**config.mk**
```make
export PLATFORM = sky130hd
export DESIGN_NAME = st7735_frame_sequencer
export DESIGN_NICKNAME = d
export VERILOG_FILES = /design/src/rtl/st7735_pkg.sv /design/src/rtl/st7735_frame_detect.sv /design/src/rtl/st7735_frame_sequencer.sv
export SDC_FILE = /design/constraint.sdc
export NUM_CORES = 1
export LEC_CHECK = 0
export ABC_AREA = 1
export BUFFER_PORTS_ARGS = -buffer_cell sky130_fd_sc_hd__buf_2
export CORE_MARGIN = 2
export CORE_UTILIZATION = 62
export CTS_BUF_LIST = sky130_fd_sc_hd__clkbuf_4 sky130_fd_sc_hd__clkbuf_8
export DETAILED_ROUTE_END_ITERATION = 10
export MAX_ROUTING_LAYER = met4
export PLACE_DENSITY = 0.87
export SYNTH_ARGS = -nofsm -noshare
export SYNTH_HDL_FRONTEND = slang
export SYNTH_SLANG_ARGS = --single-unit
```
**constraint.sdc**
```tcl
create_clock -name clk -period 5 [get_ports clk]
set_input_delay 1.25 -clock clk [delete_from_list [all_inputs] [get_ports clk]]
set_output_delay 1.25 -clock clk [all_outputs]
set_load 0.05 [all_outputs]
```
**src/rtl/st7735_pkg.sv**
```systemverilog
// Shared definitions for the st7735 pixel datapath: panel geometry, coordinate widths,
// RGB565 constants and the frame sequencer state encoding.
package st7735_pkg;

    localparam int unsigned LCD_WIDTH  = 160;
    localparam int unsigned LCD_HEIGHT = 80;

    localparam int unsigned X_W     = 8;
    localparam int unsigned Y_W     = 7;
    localparam int unsigned PAT_W   = 2;
    localparam int unsigned COLOR_W = 16;

    localparam logic [COLOR_W-1:0] RGB_GREEN   = 16'h07E0;
    localparam logic [COLOR_W-1:0] RGB_MAGENTA = 16'hF81F;
    localparam logic [COLOR_W-1:0] RGB_WHITE   = 16'hFFFF;
    localparam logic [COLOR_W-1:0] RGB_BLUE    = 16'h001F;

    typedef enum logic {
        ST_RUN   = 1'b0,
        ST_PAUSE = 1'b1
    } seq_state_e;

    // Next pattern in the rotation, wrapping after the last configured pattern.
    function automatic logic [PAT_W-1:0] next_pat(input logic [PAT_W-1:0] cur,
                                                   input int unsigned     num_pat);
        return (32'(cur) == (num_pat - 1)) ? '0 : cur + PAT_W'(1);
    endfunction

endpackage

```
**src/rtl/st7735_frame_detect.sv**
```systemverilog
// Frame boundary detector: registers the scan coordinates and pulses frame_tick once when
// the raster leaves the last visible pixel.
module st7735_frame_detect
    import st7735_pkg::*;
#(
    parameter int unsigned WIDTH  = LCD_WIDTH,
    parameter int unsigned HEIGHT = LCD_HEIGHT
) (
    input  logic           clk,
    input  logic           rst,
    input  logic [X_W-1:0] x,
    input  logic [Y_W-1:0] y,
    output logic           frame_tick
);

    localparam logic [X_W-1:0] X_LAST = X_W'(WIDTH - 1);
    localparam logic [Y_W-1:0] Y_LAST = Y_W'(HEIGHT - 1);

    logic [X_W-1:0] px;
    logic [Y_W-1:0] py;
    logic           at_last_c;
    logic           moved_c;

    // Holding the last pixel never ticks; any departure from it ticks exactly once.
    assign at_last_c = (px == X_LAST) && (py == Y_LAST);
    assign moved_c   = (x != px) || (y != py);

    always_ff @(posedge clk) begin
        if (rst) begin
            px         <= '0;
            py         <= '0;
            frame_tick <= 1'b0;
        end else begin
            px         <= x;
            py         <= y;
            frame_tick <= at_last_c && moved_c;
        end
    end

endmodule

```
**src/rtl/st7735_frame_sequencer.sv**
```systemverilog
// Frame-level scheduler for the st7735 datapath: owns pattern index and scroll offset,
// updates them only at frame boundaries, and supplies the pixel color to the driver.
module st7735_frame_sequencer
    import st7735_pkg::*;
#(
    parameter int unsigned WIDTH       = LCD_WIDTH,
    parameter int unsigned HEIGHT      = LCD_HEIGHT,
    parameter int unsigned DWELL       = 60,
    parameter int unsigned NUM_PAT     = 4,
    parameter int unsigned SCROLL_STEP = 1
) (
    input  logic               clk,
    input  logic               rst,
    input  logic [X_W-1:0]     x,
    input  logic [Y_W-1:0]     y,
    input  logic               pause_tgl,
    input  logic               step,
    output logic [COLOR_W-1:0] color,
    output logic [PAT_W-1:0]   pat_idx,
    output logic               frame_tick,
    output logic               paused_led,
    output logic               frame_led
);

    localparam int unsigned        DWELL_W    = (DWELL > 1) ? $clog2(DWELL) : 1;
    localparam logic [DWELL_W-1:0] DWELL_LAST = DWELL_W'(DWELL - 1);
    localparam logic [7:0]         SCROLL_INC = 8'(SCROLL_STEP);

    seq_state_e         state;
    logic [7:0]         scroll;
    logic [DWELL_W-1:0] dwell_cnt;
    logic               step_pend;
    logic [7:0]         xs_c;

    st7735_frame_detect #(
        .WIDTH (WIDTH),
        .HEIGHT(HEIGHT)
    ) u_detect (
        .clk       (clk),
        .rst       (rst),
        .x         (x),
        .y         (y),
        .frame_tick(frame_tick)
    );

    // Boundary updates use the state before any same-cycle toggle takes effect.
    always_ff @(posedge clk) begin
        if (rst) begin
            state      <= ST_RUN;
            pat_idx    <= '0;
            scroll     <= '0;
            dwell_cnt  <= '0;
            step_pend  <= 1'b0;
            paused_led <= 1'b0;
            frame_led  <= 1'b0;
        end else begin
            if (frame_tick) begin
                frame_led <= ~frame_led;
                if (state == ST_RUN) begin
                    scroll <= scroll + SCROLL_INC;
                    if (dwell_cnt == DWELL_LAST) begin
                        dwell_cnt <= '0;
                        pat_idx   <= next_pat(pat_idx, NUM_PAT);
                    end else begin
                        dwell_cnt <= dwell_cnt + DWELL_W'(1);
                    end
                end else if (step_pend || step) begin
                    pat_idx   <= next_pat(pat_idx, NUM_PAT);
                    dwell_cnt <= '0;
                end
            end

            if (state == ST_RUN) begin
                if (pause_tgl) begin
                    state      <= ST_PAUSE;
                    paused_led <= 1'b1;
                end
            end else begin
                if (pause_tgl) begin
                    state      <= ST_RUN;
                    paused_led <= 1'b0;
                    step_pend  <= 1'b0;
                end else if (frame_tick) begin
                    step_pend <= 1'b0;
                end else if (step) begin
                    step_pend <= 1'b1;
                end
            end
        end
    end

    // Zero-latency pattern generator evaluated at the driver's current coordinate.
    always_comb begin
        xs_c  = x + scroll;
        color = RGB_MAGENTA;
        case (pat_idx)
            2'd0:    color = (xs_c[3] ^ y[3]) ? RGB_GREEN : RGB_MAGENTA;
            2'd1:    color = {xs_c[7:5], 2'b00, 6'd0, xs_c[4:0]};
            2'd2:    color = {y[6:2], 6'd0, 5'd0};
            default: color = scroll[7] ? RGB_WHITE : RGB_BLUE;
        endcase
    end

endmodule
```
==> impl_metrics.toml <==
[status]
status = "completed"

[setup_path]
arrival_ps = 2890
startpoint_type = "primary input"
cp.required_ps = 3750
worst_path_dominant_cell_family = "simple AND/OR/NAND/NOR gates"
slowest_stage = "ha_1"
critPathKind = "in -> out"
r2r-end = "scroll[7]"
cp_max_fo = 7
cp.depth = 10
rrSetupSlack_ps = 3610
max_stage_delay_ps = 380
startpoint = "x[2]"
r2r_start = "u_detect.frame_tick"
endpoint = "color[0]"
critPathCaptureType = "output pin"
cp_common_cell = "buf_2"
r2r_cells = 9
critical_path.cell_chain = "buf_2 -> ha_1 -> a21oi_1 -> nand3_1 -> nand3_2 -> nand3_4 -> nand2_2 -> inv_2 -> nand2_1 -> buf_2"
cp_num_buf_inv = 3

[global_routing]
antenna_found_initial = 0
grt_max_degree = 26
grt_pass1_vias = 1930
grt_overflow = 0
grt_pass1_wl_mm = 8.31
grt_usage_pct = 26.8

[yosys]
synth_top_family_by_area = "simple AND/OR/NAND/NOR gates"
synth_compound_area_share_pct = 8.17
synth_area_mm2 = 0.00223
ys_top_cells_by_area = "dfxtp_1 32%, nand2_1 11%, inv_1 8.2%"
yosysTopAreaCell = "dfxtp_1"
synth-simple-area-share_pct = 32.3
synth-async-reset-ratio_pct = 0
synthFlopType = "dfxtp_1"
yosysWarnings = 0
muxShareOfSynthArea_pct = 0
synth_area_per_cell_um2 = 7.07
synthesis.nets = 350
synth.top_cells.by_count = "68 x nand2_1, 49 x inv_1, 36 x dfxtp_1, 36 x nor2_1, 23 x a21oi_1"
synthAdderAreaFrac_pct = 8.73
synth_seq_area_share_pct = 32.3
ys_seq_elements = 36
synth_cells = 316
synth_top_area_share_pct = 32.3
yosysMostFrequentCell = "nand2_1"
synth_cell_types = 29
synthXorXnorAreaFrac_pct = 7.45
synth-edff-count = 0

[sta]
slew_headroom_pct = 69.9
fin_crit_ps = 4140
setup_viol = 0
rsz0062_at_grt = "no"
tns_ps = 0
period_share_pct = 82.8
finalClockSkew_ps = 7.94
setup_ws_ps = 861
final_max_slew_viol_count = 0
worstMarginPinSlew_ps = 452
hold_violations = 0
timing.fmax_mhz = 242

[floorplan]
dieArea_mm2 = 0.00410
num_rows = 21
start_util_pct = 65.9
die_w_um = 64.0
ios = 40
core_mm2 = 0.00339
fp.dieH_um = 64.0

[layout]
fin_nets = 387
diodes = 0
drive_gt1_share_pct = 19.2
n_fill_cell = 269
syn_to_final_growth_pct = 12.5

[routing]
drc = 0
dr.pass1.iters = 5
vias = 2136
final_antenna_net_count = 0
vias_per_cell = 5.34
drt_first_iter_violations = 123
wl_per_cell_um = 12.7
finalWirelength_mm = 5.10

[place]
pre_cts_slack_ps = 899
dp_hpwl_mm = 3.94
port_buffers = 39
gp_congestion = 0.863

[cts]
cts_htree_levels = 2
clkSinkCount = 36
cts_tree = "yes"
insertion_delay_ps = 340
clkTransAtPathRegs_ps = 100
hold_buffers = 0
cts_buffers = 5
cts_resized = 0
cts-root-buf = "clkbuf_4"
cts_setup_buffers = 0
clk_path_buf_depth = 2

[power_and_ir_drop]
p_sw_uw = 184
p_leak_uw = 0.00125
p_per_area_mw_per_mm2 = 248
vdd_drop_max_uv = 219
pwr-share-comb_pct = 18.3
sw_frac_of_total_pct = 29.5
p_clk_share_pct = 33.2
internal_power_uw = 439
power_frac_seq_pct = 48.4

[hold_path]
holdCritPathClass = "reg -> reg"
hold_start = "paused_led"

[flow_run]
maxCapViolCount = 0
## worst min-delay path by stage
stage	slack [ps]	to	cells past startpoint
6_report	510	paused_led	2
5_1_grt	530	scroll[2]	2
4_1_cts	510	paused_led	2
3_5_place_dp	500	paused_led	2
3_3_place_gp	450	paused_led	2
2_1_floorplan	460	scroll[2]	2
## cell type report
cell class                      instances  area (um^2)  area share, %
Sequential cell                        36          721           28.7
Inverter                               52          195           7.77
Tap cell                               46         57.6           2.29
Multi-Input combinational cell        219         1260           50.3
Timing Repair Buffer                   39          195           7.77
Clock buffer                            6         45.0           1.79
Clock inverter                          2         35.0           1.39
## per-stage QoR
stage	util, %	hold slack [ps]	std cells	power (uW)	cell area [um^2]
after floorplan	-	462	316	394	2230
after global placement	71.8	446	392	418	2430
after detailed placement	71.8	497	392	421	2430
after CTS	74.2	510	400	623	2510
after global routing	74.2	527	400	647	2510
final	74.2	514	400	622	2510
## metal layers
| layer | routed length [um] | GRT usage (%) | share of wire (%) | vias up |
|---|---|---|---|---|
| met5 | 0 | - | 0 | - |
| met4 | 74 | 8.42 | 1.5 | 0 |
| met3 | 272 | 5.28 | 5.3 | 9 |
| met2 | 2580 | 47.1 | 51 | 62 |
| met1 | 2170 | 30.6 | 43 | 998 |
| li1 | - | - | - | 1067 |
## cells by family after synthesis
| family | count (synthesis) |
|---|---|
| AOI/OAI and AO/OA | 33 |
| xor gates and xnor gates | 19 |
| adders and majority gates | 15 |
| buffers and inverters | 61 |
| DFF | 36 |
| and+or+nand+nor | 152 |
## power by group through the flow
stage / registers, uW / logic [uW] / clock network [uW]
floorplan: 308 / 85.9 / 0
global placement: 307 / 111 / 0
detailed placement: 308 / 113 / 0
CTS: 301 / 114 / 208
global route: 302 / 122 / 223
finish: 301 / 114 / 207
## flip-flops by register name, indices dropped and copies added (netlist names)
signal and flops:
scroll 8, pat_idx 2, u_detect.py 7, u_detect.px 8, state 1, step_pend 1
paused_led 1, u_detect.frame_tick 1, frame_led 1, dwell_cnt 6
## worst register-to-register path: stages, from the launching register on
cell	delay [ps]
dfxtp_1	400
inv_2	80
nor2_4	210
nand2_4	90
nor2_4	100
nand2_2	80
nor2_4	120
nand4_1	90
nand2_1	70
nor2_1	50
## placed cells by master, fill, tap and decap left out, types with 6 or more instances in the layout
cell type | netlist | routed
nand3_1 | 16 | 16
nor2_1 | 36 | 36
nand2_1 | 68 | 68
xnor2_1 | 16 | 16
buf_2 | 1 | 39
dfxtp_1 | 36 | 36
nand4_1 | 11 | 11
clkbuf_4 | 0 | 6
inv_1 | 49 | 49
ha_1 | 14 | 14
a21oi_1 | 23 | 23
(Power assumes the default switching activity.)
